**src/rtl/jtoutrun_subbus.sv**
```systemverilog
// Main-CPU initiator for the sub CPU bus-request port: request, settle, transfer, DTACK handshake.
// Optional JTOUTRUN_SUBHOLD_EN keeps the sub bus granted for HOLD cycles between back-to-back accesses.
module jtoutrun_subbus #(
  parameter int SETTLE  = 2,
  parameter int TOW     = 10,
  parameter int TIMEOUT = 1000,
  parameter int HOLD    = 16
) (
  input  logic        clk,
  input  logic        rst,
  input  logic        main_cs,
  input  logic [18:0] main_A,
  input  logic [1:0]  main_dsn,
  input  logic        main_rnw,
  input  logic [15:0] main_dout,
  output logic [15:0] main_din,
  output logic        main_ok,
  output logic        sub_br,
  output logic [18:0] sub_A,
  output logic [1:0]  sub_dsn,
  output logic        sub_rnw,
  output logic [15:0] sub_dout,
  input  logic [15:0] sub_din,
  input  logic        sub_ok,
  output logic        tout
);
  localparam int SW = (SETTLE > 0) ? $clog2(SETTLE + 1) : 1;

  typedef enum logic [2:0] {IDLE, REQ, ACCESS, DONE, KEEP} state_t;

  state_t      state_q, state_d;
  logic [SW-1:0]  settle_q, settle_d;
  logic [TOW-1:0] to_q, to_d;
  logic        sub_br_q, sub_br_d;
  logic        main_ok_q, main_ok_d;
  logic [15:0] main_din_q, main_din_d;
  logic        tout_q, tout_d;
  logic [18:0] sub_a_q, sub_a_d;
  logic [1:0]  sub_dsn_q, sub_dsn_d;
  logic        sub_rnw_q, sub_rnw_d;
  logic [15:0] sub_dout_q, sub_dout_d;
  logic        latch;
`ifdef JTOUTRUN_SUBHOLD_EN
  localparam int HW = (HOLD > 1) ? $clog2(HOLD) : 1;
  logic [HW-1:0] hold_q, hold_d;
`endif

  always_comb begin
    state_d    = state_q;
    settle_d   = settle_q;
    to_d       = to_q;
    sub_br_d   = sub_br_q;
    main_ok_d  = main_ok_q;
    main_din_d = main_din_q;
    tout_d     = tout_q;
    sub_a_d    = sub_a_q;
    sub_dsn_d  = sub_dsn_q;
    sub_rnw_d  = sub_rnw_q;
    sub_dout_d = sub_dout_q;
    latch      = 1'b0;
`ifdef JTOUTRUN_SUBHOLD_EN
    hold_d     = hold_q;
`endif
    case (state_q)
      IDLE: if (main_cs && !main_ok_q) begin
        latch    = 1'b1;
        sub_br_d = 1'b1;
        to_d     = '0;
        state_d  = REQ;
      end
      REQ, ACCESS: begin
        // abort beats timeout, timeout beats a same-cycle grant
        if (!main_cs) begin
          sub_br_d = 1'b0;
          state_d  = IDLE;
        end else if (to_q == TOW'(TIMEOUT - 1)) begin
          main_din_d = 16'hFFFF;
          main_ok_d  = 1'b1;
          tout_d     = 1'b1;
          state_d    = DONE;
        end else begin
          to_d = to_q + 1'b1;
          if (state_q == REQ) begin
            if (sub_ok) begin
              settle_d = SW'(SETTLE);
              state_d  = ACCESS;
            end
          end else if (settle_q != '0) begin
            settle_d = settle_q - 1'b1;
          end else if (sub_ok) begin
            if (sub_rnw_q) main_din_d = sub_din;
            main_ok_d = 1'b1;
            state_d   = DONE;
          end
        end
      end
      DONE: if (!main_cs) begin
        main_ok_d = 1'b0;
`ifdef JTOUTRUN_SUBHOLD_EN
        hold_d    = '0;
        state_d   = KEEP;
`else
        sub_br_d  = 1'b0;
        state_d   = IDLE;
`endif
      end
`ifdef JTOUTRUN_SUBHOLD_EN
      // bus still granted: a new access skips the request phase
      KEEP: if (main_cs) begin
        latch    = 1'b1;
        to_d     = '0;
        settle_d = SW'(SETTLE);
        state_d  = ACCESS;
      end else if (hold_q == HW'(HOLD - 1)) begin
        sub_br_d = 1'b0;
        state_d  = IDLE;
      end else begin
        hold_d = hold_q + 1'b1;
      end
`endif
      default: state_d = IDLE;
    endcase
    if (latch) begin
      sub_a_d    = main_A;
      sub_dsn_d  = main_dsn;
      sub_rnw_d  = main_rnw;
      sub_dout_d = main_dout;
    end
  end

  always_ff @(posedge clk or posedge rst) begin
    if (rst) begin
      state_q    <= IDLE;
      settle_q   <= '0;
      to_q       <= '0;
      sub_br_q   <= 1'b0;
      main_ok_q  <= 1'b0;
      main_din_q <= '0;
      tout_q     <= 1'b0;
      sub_a_q    <= '0;
      sub_dsn_q  <= 2'b11;
      sub_rnw_q  <= 1'b1;
      sub_dout_q <= '0;
`ifdef JTOUTRUN_SUBHOLD_EN
      hold_q     <= '0;
`endif
    end else begin
      state_q    <= state_d;
      settle_q   <= settle_d;
      to_q       <= to_d;
      sub_br_q   <= sub_br_d;
      main_ok_q  <= main_ok_d;
      main_din_q <= main_din_d;
      tout_q     <= tout_d;
      sub_a_q    <= sub_a_d;
      sub_dsn_q  <= sub_dsn_d;
      sub_rnw_q  <= sub_rnw_d;
      sub_dout_q <= sub_dout_d;
`ifdef JTOUTRUN_SUBHOLD_EN
      hold_q     <= hold_d;
`endif
    end
  end

  assign main_din = main_din_q;
  assign main_ok  = main_ok_q;
  assign sub_br   = sub_br_q;
  assign sub_A    = sub_a_q;
  assign sub_dsn  = sub_dsn_q;
  assign sub_rnw  = sub_rnw_q;
  assign sub_dout = sub_dout_q;
  assign tout     = tout_q;
endmodule

```
**config.mk**
```make
export PLATFORM = sky130hd
export DESIGN_NAME = jtoutrun_subbus
export DESIGN_NICKNAME = d
export VERILOG_FILES = /design/src/rtl/jtoutrun_subbus.sv
export SDC_FILE = /design/constraint.sdc
export NUM_CORES = 1
export LEC_CHECK = 0
export CAP_MARGIN = 20
export CORE_ASPECT_RATIO = 0.75
export CORE_MARGIN = 3
export CORE_UTILIZATION = 47
export CTS_CLUSTER_DIAMETER = 50
export CTS_CLUSTER_SIZE = 12
export DETAILED_ROUTE_END_ITERATION = 10
export PLACE_DENSITY = 0.85
export SLEW_MARGIN = 20
export SYNTH_ARGS = -nofsm -noshare
export SYNTH_HDL_FRONTEND = slang
export SYNTH_SLANG_ARGS = --single-unit
```
**constraint.sdc**
```tcl
create_clock -name clk -period 6.62 [get_ports clk]
set_input_delay 0.993 -clock clk [delete_from_list [all_inputs] [get_ports clk]]
set_output_delay 0.993 -clock clk [all_outputs]
set_load 0.02 [all_outputs]
```
==> results of run 1 <==
per-stage QoR:
| stage | utilization | area [um^2] |
|---|---|---|
| 6_report | 0.739 | 4460 |
| 5_1_grt | 0.739 | 4460 |
| 4_1_cts | 0.739 | 4460 |
| 3_5_place_dp | 0.701 | 4230 |
| 3_3_place_gp | 0.701 | 4230 |
| 2_1_floorplan | - | 3030 |
final timing paths:
check	to	cells past startpoint	slack, ns
max in group asynchronous	settle_q[1]	3	4.81
min in group asynchronous	sub_A[2]	3	1.25
worst max-delay path	to_q[1]	5	4.03
worst min-delay path	tout	1	0.47
worst min register to register	tout	1	0.47
worst max register to register	main_din[13]	5	4.39
routing by layer:
layer / routed length (um) / GRT usage / share of wire
met5: 0 / 0 / 0
met4: 59 / 0.0591 / 0.0088
met3: 562 / 0.0778 / 0.084
met2: 3220 / 0.309 / 0.48
met1: 2890 / 0.235 / 0.43
state kept, by name, indices dropped and copies added, names as in the netlist:
register,flops
main_din,16
main_ok,1
settle_q,2
state_q,2
sub_A,19
sub_br,1
sub_dout,16
sub_dsn,2
sub_rnw,1
to_q,10
tout,1
area by class of cell:
class	instances	area, um^2
clock buffers	12	155
flip-flops and latches	71	1780
clock inverters	4	76.3
fillers	420	1570
repair buffers	116	1160
multi-input cells	135	1160
inverters	10	37.5
well taps	78	97.6
cells in the mapped netlist, drive strengths merged (3+ instances only):
cell type	count	area, um^2
inv	10	37.5
a21oi	6	41.3
nor3	3	15.0
nor2	12	45.0
o21ai	6	30.0
mux2	42	473
a31oi	3	18.8
nand3	3	15.0
clkbuf	4	15.0
ha	5	62.6
nand2	4	15.0
o22a	16	140
dfstp	3	78.8
or3	3	18.8
buf	6	36.3
xnor2	3	26.3
dfrtp	68	1700
kinds of logic after synthesis:
family,after synthesis,share of synthesized area
flops,71,0.588
compound gates,44,0.117
mux,42,0.156
simple gates,40,0.0777
buf+inv,20,0.0293
fa+ha+maj,5,0.0207
xor+xnor,4,0.0116
where the power goes:
| part | switching (W) | internal [W] | total [W] |
|---|---|---|---|
| registers | 0.00000238 | 0.000435 | 0.000438 |
| clock network | 0.000158 | 0.000234 | 0.000393 |
| logic | 0.0000147 | 0.0000319 | 0.0000466 |
worst max-delay path, delay by kind of cell:
family / cells / cell delay [ns]
buffers and inverters: 1 / 0.61
multiplexers: 1 / 0.37
AND/OR/NAND/NOR: 1 / 0.27
AO/OA/AOI/OAI: 2 / 0.56
==> flow_summary.json, run 1 <==
{
  "htreeDepth": 3,
  "ctsHoldBuffers": 0,
  "path_cells": "clkdlybuf4s50_1 > a21bo_4 > or2_1 > a21oi_1 > mux2_2",
  "period_needed_ns": 2.59,
  "layout-drive-gt1-share": 0.198,
  "cp.required_ns": 6.83,
  "io_pins": 115,
  "slowest_delay_ns": 0.61,
  "core_area_mm2": 0.00604,
  "crit_slowest_cell": "clkdlybuf4s50_1",
  "tritoncts": "built",
  "cp-end-kind": "register",
  "critPathMaxFanout": 8,
  "layout_commonest_cell": "clkdlybuf4s50_1",
  "post_cts_buffers": 0,
  "initial_utilization": 0.502,
  "synth_nets": 289,
  "ys_ff_latch": 71,
  "mostFrequentLayoutCells": "clkdlybuf4s50_1 (114), dfrtp_1 (68), mux2_2 (42), o22a_1 (16), nor2_1 (12)",
  "hpwl_um": 4940,
  "cts-root-buf": "clkbuf_8",
  "gp_congestion": 0.830,
  "grt_max_degree": 72,
  "nNetsFinal": 406,
  "syn_area_mm2": 0.00303,
  "clk_pin_slew_ns": 0.07,
  "fmaxAchievable_ghz": 0.386,
  "die_height_um": 75.5,
  "synth_cell_types": 48,
  "p_leak_nw": 2.01,
  "slew-limit-headroom": 0.423,
  "p_per_area_mw_per_mm2": 197,
  "drt-pass1-iter-count": 4,
  "fin_tns_setup_ns": 0,
  "clock-sinks": 71,
  "syn2layout_area_growth_pct": 47.4,
  "grt_setup_unrepaired": "false",
  "status": "finished clean",
  "worstReg2RegStart": "state_q[1]",
  "synth.avg_cell_area_um2": 13.4,
  "die_w_um": 98.7,
  "antenna_left": 0,
  "vias": 2208,
  "power.total_w": 0.000877,
  "critical_path.startpoint": "main_cs",
  "cp.arrival_ns": 2.81,
  "min_path_type": "register to register",
  "hold_violations": 0,
  "drv_cap": 0,
  "synth_edf_count": 0,
  "path_class": "input pin to register",
  "placementRows": 24,
  "die_area_mm2": 0.00745,
  "ys_seq_area_frac": 0.588,
  "wirelength_um": 6730,
  "fin_crit_sh": 0.392,
  "drc": 0,
  "whs_ns": 0.467,
  "vias_per_cell": 5.18,
  "grt_pass1_wl_um": 11000,
  "async_flop_share": 1.00,
  "dp_cells": 410,
  "grt_overflow": 0,
  "pre_cts_ws_ns": 3.69,
  "yosysWarningCount": 0,
  "track_usage": 0.189,
  "drtIter0Drc": 82,
  "finalClockSkew_ns": 0.00903,
  "final_cells": 426,
  "numCtsBuffers": 9,
  "worst_slack_ns": 4.03,
  "setup_viol": 0,
  "slew_viol_final": 0,
  "n_antenna_cell": 0,
  "antenna_found_initial": 0,
  "hp-start": "tout",
  "synthFlopType": "dfrtp_1",
  "vdd_drop_max_uv": 130,
  "crit_path_start_kind": "input pin",
  "wl_per_cell_um": 15.8,
  "clk_latency_ns": 0.33,
  "synthCells": 226,
  "cts_resized": 0,
  "clk_path_buf_depth": 2,
  "portBuffers": 114,
  "tightest_slew_ns": 0.865,
  "grt_pass1_vias": 2268
}
Note: power is estimated with default switching activity, not from simulation.
==> run 2: changes to the inputs <==
Settings changed: CORE_UTILIZATION 47 to 44, PLACE_DENSITY 0.85 to 0.8.
Clock period 6.62 ns to 2.67 ns, I/O delays scaled along.
==> run 2 against run 1 <==
Net effect: die area up 6.3%; setup slack worse by 3.6 ns; combinational power grew to 2.6 times the previous value; wire length rose by 5.2%; total power increased by 140%; cell count rose by 1.4%; register-to-register slack got worse by 4.0 ns; global-route usage increased by 0.40 points; highest routed layer unchanged.
==> flow_summary.json, run 2 (synthesis results as in run 1) <==
{
  "status": "finished clean",
  "grt_pass1_wl_um": 12000,
  "pre_cts_ws_ns": 0.340,
  "p_per_area_mw_per_mm2": 471,
  "core_area_mm2": 0.00647,
  "drtIter0Drc": 70,
  "cp.buffers_inverters": 1,
  "final_cells": 432,
  "hpwl_um": 5160,
  "antenna_found_initial": 0,
  "htreeDepth": 3,
  "clk_path_buf_depth": 2,
  "post_cts_buffers": 0,
  "tritoncts": "built",
  "syn2layout_area_growth_pct": 47.8,
  "vias_per_cell": 5.27,
  "grt_overflow": 0,
  "drv_cap": 0,
  "nNetsFinal": 409,
  "vias": 2275,
  "multi_input_area_mm2": 0.00116,
  "final.fill_count": 480,
  "track_usage": 0.193,
  "clk_pin_slew_ns": 0.07,
  "final_cell_area_mm2": 0.00447,
  "min_path_type": "input pin to asynchronous set/reset pin",
  "largest_reg_flops": 19,
  "layout_commonest_cell": "clkdlybuf4s50_1",
  "wirelength_um": 7080,
  "antenna_left": 0,
  "regArea_mm2": 0.00178,
  "drt-pass1-iter-count": 5,
  "initial_utilization": 0.468,
  "crit_slowest_cell": "or3_1",
  "p_leak_nw": 2.02,
  "cp-end-kind": "register",
  "gp_congestion": 0.829,
  "slew_viol_final": 0,
  "fmaxAchievable_ghz": 0.444,
  "drc": 0,
  "io_pins": 115,
  "portBuffers": 114,
  "hold_violations": 0,
  "whs_ns": 0.346,
  "critical_path.top_delay_family": "simple AND/OR/NAND/NOR gates",
  "fin_crit_sh": 0.843,
  "layout-drive-gt1-share": 0.199,
  "setup_viol": 0,
  "cp.required_ns": 2.89,
  "crit_path_start_kind": "register",
  "fin_tns_setup_ns": 0,
  "clk_latency_ns": 0.34,
  "tightest_slew_ns": 0.549,
  "grt_pass1_vias": 2507,
  "n_antenna_cell": 0,
  "cp.arrival_ns": 2.47,
  "dp_cells": 416,
  "critPathMaxFanout": 16,
  "cts-root-buf": "clkbuf_8",
  "die_height_um": 77.8,
  "cts_resized": 0,
  "path_class": "register to register",
  "ctsHoldBuffers": 0,
  "worst_slack_ns": 0.418,
  "mostFrequentLayoutCells": "clkdlybuf4s50_1 (114), dfrtp_1 (68), mux2_2 (42), o22a_1 (16), nor2_1 (12)",
  "finalClockSkew_ns": 0.00586,
  "clock-sinks": 71,
  "die_w_um": 102,
  "placementRows": 25,
  "wl_per_cell_um": 16.4,
  "slowest_delay_ns": 0.65,
  "slew-limit-headroom": 0.634,
  "placed_area_mm2": 0.00427,
  "vdd_drop_max_uv": 325,
  "numCtsBuffers": 9,
  "period_needed_ns": 2.25,
  "path_cells": "inv_1 > ha_1 > nand2_1 > or3_1 > o22a_1",
  "grt_setup_unrepaired": "false",
  "die_area_mm2": 0.00792,
  "grt_max_degree": 41
}
==> run 2: cell types whose count changed in the layout (fill, tap and decap cells not counted), sizes merged <==
cell and change:
inv -1, clkinvlp -1, buf +3, clkinv +2
==> run 2: layout make-up <==
cell class	instances	share of cell area
repair buffers	119	0.266
well taps	81	0.0227
multi-input cells	135	0.259
clock inverters	4	0.0157
inverters	10	0.00839
clock buffers	12	0.0302
flip-flops and latches	71	0.398
==> run 2: report_power, final <==
group	internal, W	total [W]	switching, W	leakage, nW
registers	0.00108	0.00109	0.00000587	0.947
clock network	0.000524	0.000900	0.000375	0.104
logic	0.0000821	0.000121	0.0000385	0.967
==> run 2: path summary, 6_finish.rpt <==
kind / from / end / slack [ns] / cells after the start
worst max-delay path: state_q[0] / main_din[11] / 0.42 / 5
worst min-delay path: rst / sub_A[15] / 0.35 / 2
worst max register to register: state_q[0] / main_din[11] / 0.42 / 5
worst min register to register: tout / tout / 0.46 / 1
max in group asynchronous: rst / sub_dsn[1] / 1.70 / 3
min in group clk: tout / tout / 0.46 / 1
==> run 2: stage by stage <==
step            util  power [W]
6_report       0.691    0.00211
5_1_grt        0.691    0.00220
4_1_cts        0.691    0.00214
3_5_place_dp   0.659    0.00123
2_1_floorplan      -    0.00113
3_3_place_gp   0.659    0.00123
==> run 2: layer usage <==
metal | GRT usage | wire, um | up-vias
met1 | 0.240 | 3060 | 1124
li1 | - | - | 1063
met3 | 0.0791 | 527 | 11
met4 | 0.0744 | 93 | 0
met2 | 0.300 | 3390 | 77
met5 | 0 | 0 | -
==> run 3: changes to the inputs <==
Clock period 2.67 ns to 2.1 ns, I/O delays scaled along.
==> run 3 against run 2 <==
Net effect: maximum frequency grew 16%; non-clock buffer count up 11; worst hold slack got worse by 0.037 ns; die area did not move; sequential share of layout area shrank 0.93 points; cell count is 2.5% higher; clock skew up 0.0047 ns; critical path type unchanged; largest cell class unchanged; largest power group unchanged.
==> flow_summary.json, run 3 (synthesis results as in run 1) <==
{
  "r2r_end": "to_q[3]",
  "dp_cells": 426,
  "cp.buffers_inverters": 1,
  "crit_path_start_kind": "register",
  "final_cell_area_mm2": 0.00458,
  "wirelength_um": 7180,
  "critical_path.startpoint": "state_q[1]",
  "final_cells": 443,
  "mostFrequentLayoutCells": "clkdlybuf4s50_1 (114), dfrtp_1 (68), mux2_2 (42), o22a_1 (16)",
  "layout_commonest_cell": "clkdlybuf4s50_1",
  "syn2layout_area_growth_pct": 51.3,
  "drc": 0,
  "cp.arrival_ns": 2.17,
  "track_usage": 0.191,
  "numCtsBuffers": 9,
  "critPathMaxFanout": 6,
  "drt-pass1-iter-count": 4,
  "clk_pin_slew_ns": 0.08,
  "regArea_mm2": 0.00178,
  "crit_slowest_cell": "dfrtp_1",
  "endpoint": "to_q[3]",
  "grt_max_degree": 31,
  "antenna_left": 0,
  "placementRows": 25,
  "finalClockSkew_ns": 0.0106,
  "grt_pass1_wl_um": 12000,
  "status": "finished clean",
  "path_class": "register to register",
  "tritoncts": "built",
  "drtIter0Drc": 81,
  "grt_overflow": 0,
  "portBuffers": 114,
  "cp.required_ns": 2.32,
  "grt_setup_unrepaired": "false",
  "worstReg2RegStart": "state_q[1]",
  "power.total_w": 0.00252,
  "clock-sinks": 71,
  "worst-path-stages": 6,
  "clk_path_buf_depth": 2,
  "ctsHoldBuffers": 0,
  "p_per_area_mw_per_mm2": 551,
  "wl_per_cell_um": 16.2,
  "final.fill_count": 471,
  "layout-drive-gt1-share": 0.238,
  "antenna_found_initial": 0,
  "fmaxAchievable_ghz": 0.514,
  "placed_area_mm2": 0.00437,
  "cts-root-buf": "clkbuf_8",
  "die_w_um": 102,
  "hold_violations": 0,
  "clk_latency_ns": 0.34,
  "drv_cap": 0,
  "p_leak_nw": 2.06,
  "whs_ns": 0.309,
  "tightest_slew_ns": 0.400,
  "htreeDepth": 3,
  "slowest_delay_ns": 0.39,
  "vias_per_cell": 5.24,
  "vdd_drop_max_uv": 332,
  "reg2reg_slack_ns": 0.15,
  "reg2regPathDepth": 6,
  "largest_reg_flops": 19,
  "core_area_mm2": 0.00647,
  "vias": 2322,
  "min_path_type": "input pin to asynchronous set/reset pin",
  "grt_pass1_vias": 2424,
  "slew-limit-headroom": 0.732,
  "io_pins": 115,
  "die_area_mm2": 0.00792,
  "fin_crit_sh": 0.926,
  "setup_viol": 0,
  "critical_path.top_delay_family": "simple AND/OR/NAND/NOR gates",
  "nNetsFinal": 420,
  "period_needed_ns": 1.95,
  "die_height_um": 77.8,
  "cp-end-kind": "register",
  "slew_viol_final": 0,
  "gp_congestion": 0.875,
  "initial_utilization": 0.468,
  "path_cells": "inv_1 > ha_1 > nor2_1 > or2_1 > a211oi_1 > mux2_2",
  "multi_input_area_mm2": 0.00117,
  "hpwl_um": 5330,
  "n_antenna_cell": 0
}
run 3: changes by cell type in the layout (fill, tap and decap cells not counted), sizes merged:
cell      delta
clkinvlp     +3
bufinv       -2
clkbuf       -3
inv          +2
buf         +11
run 3: area by class of cell:
| class | instances | share of cell area |
|---|---|---|
| inverter | 10 | 0.00901 |
| multi-input combinational | 135 | 0.255 |
| tap | 81 | 0.0221 |
| clock buffer | 9 | 0.0270 |
| sequential | 71 | 0.389 |
| timing repair buffer | 130 | 0.286 |
| clock inverter | 7 | 0.0120 |
run 3: repair_timing:
item,CTS,global route
buffers inserted,0,1
setup endpoints to repair,0,15
resized for setup,0,2
run 3: worst min path at each step:
stage | endpoint | cells past startpoint | slack, ns | start
5_1_grt | sub_A[2] | 2 | 0.33 | rst
2_1_floorplan | main_din[0] | 1 | 0.46 | sub_din[0]
3_5_place_dp | tout | 1 | 0.47 | tout
4_1_cts | sub_A[2] | 2 | 0.31 | rst
3_3_place_gp | tout | 1 | 0.45 | tout
6_report | sub_A[7] | 2 | 0.31 | rst
run 3: stage by stage:
step	util	setup slack [ns]	setup TNS (ns)
6_report	0.708	0.155	0
3_3_place_gp	0.675	-0.00675	-0.0134
5_1_grt	0.708	0.0196	0
2_1_floorplan	-	0.109	0
4_1_cts	0.703	0.120	0
3_5_place_dp	0.675	-0.0641	-0.160
run 3: routing by layer:
layer,global-route usage,wire length (um),vias up
met5,0,0,-
met4,0.0491,67,0
met3,0.0818,558,11
met2,0.288,3460,68
met1,0.254,3090,1152
li1,-,-,1091
run 3: worst reg2reg max path: cells and delay by family, from the launching register on:
| kind | cells | cell delay, ns |
|---|---|---|
| AO/OA/AOI/OAI | 1 | 0.22 |
| adder cells (fa/ha/maj) | 1 | 0.38 |
| buffers and inverters | 1 | 0.08 |
| flip-flops | 1 | 0.39 |
| multiplexers | 1 | 0.36 |
| AND/OR/NAND/NOR | 2 | 0.40 |
run 3: power by group:
group / switching, W / internal [W]
Combinational: 0.0000501 / 0.000109
Sequential: 0.00000787 / 0.00137
Clock: 0.000545 / 0.000440
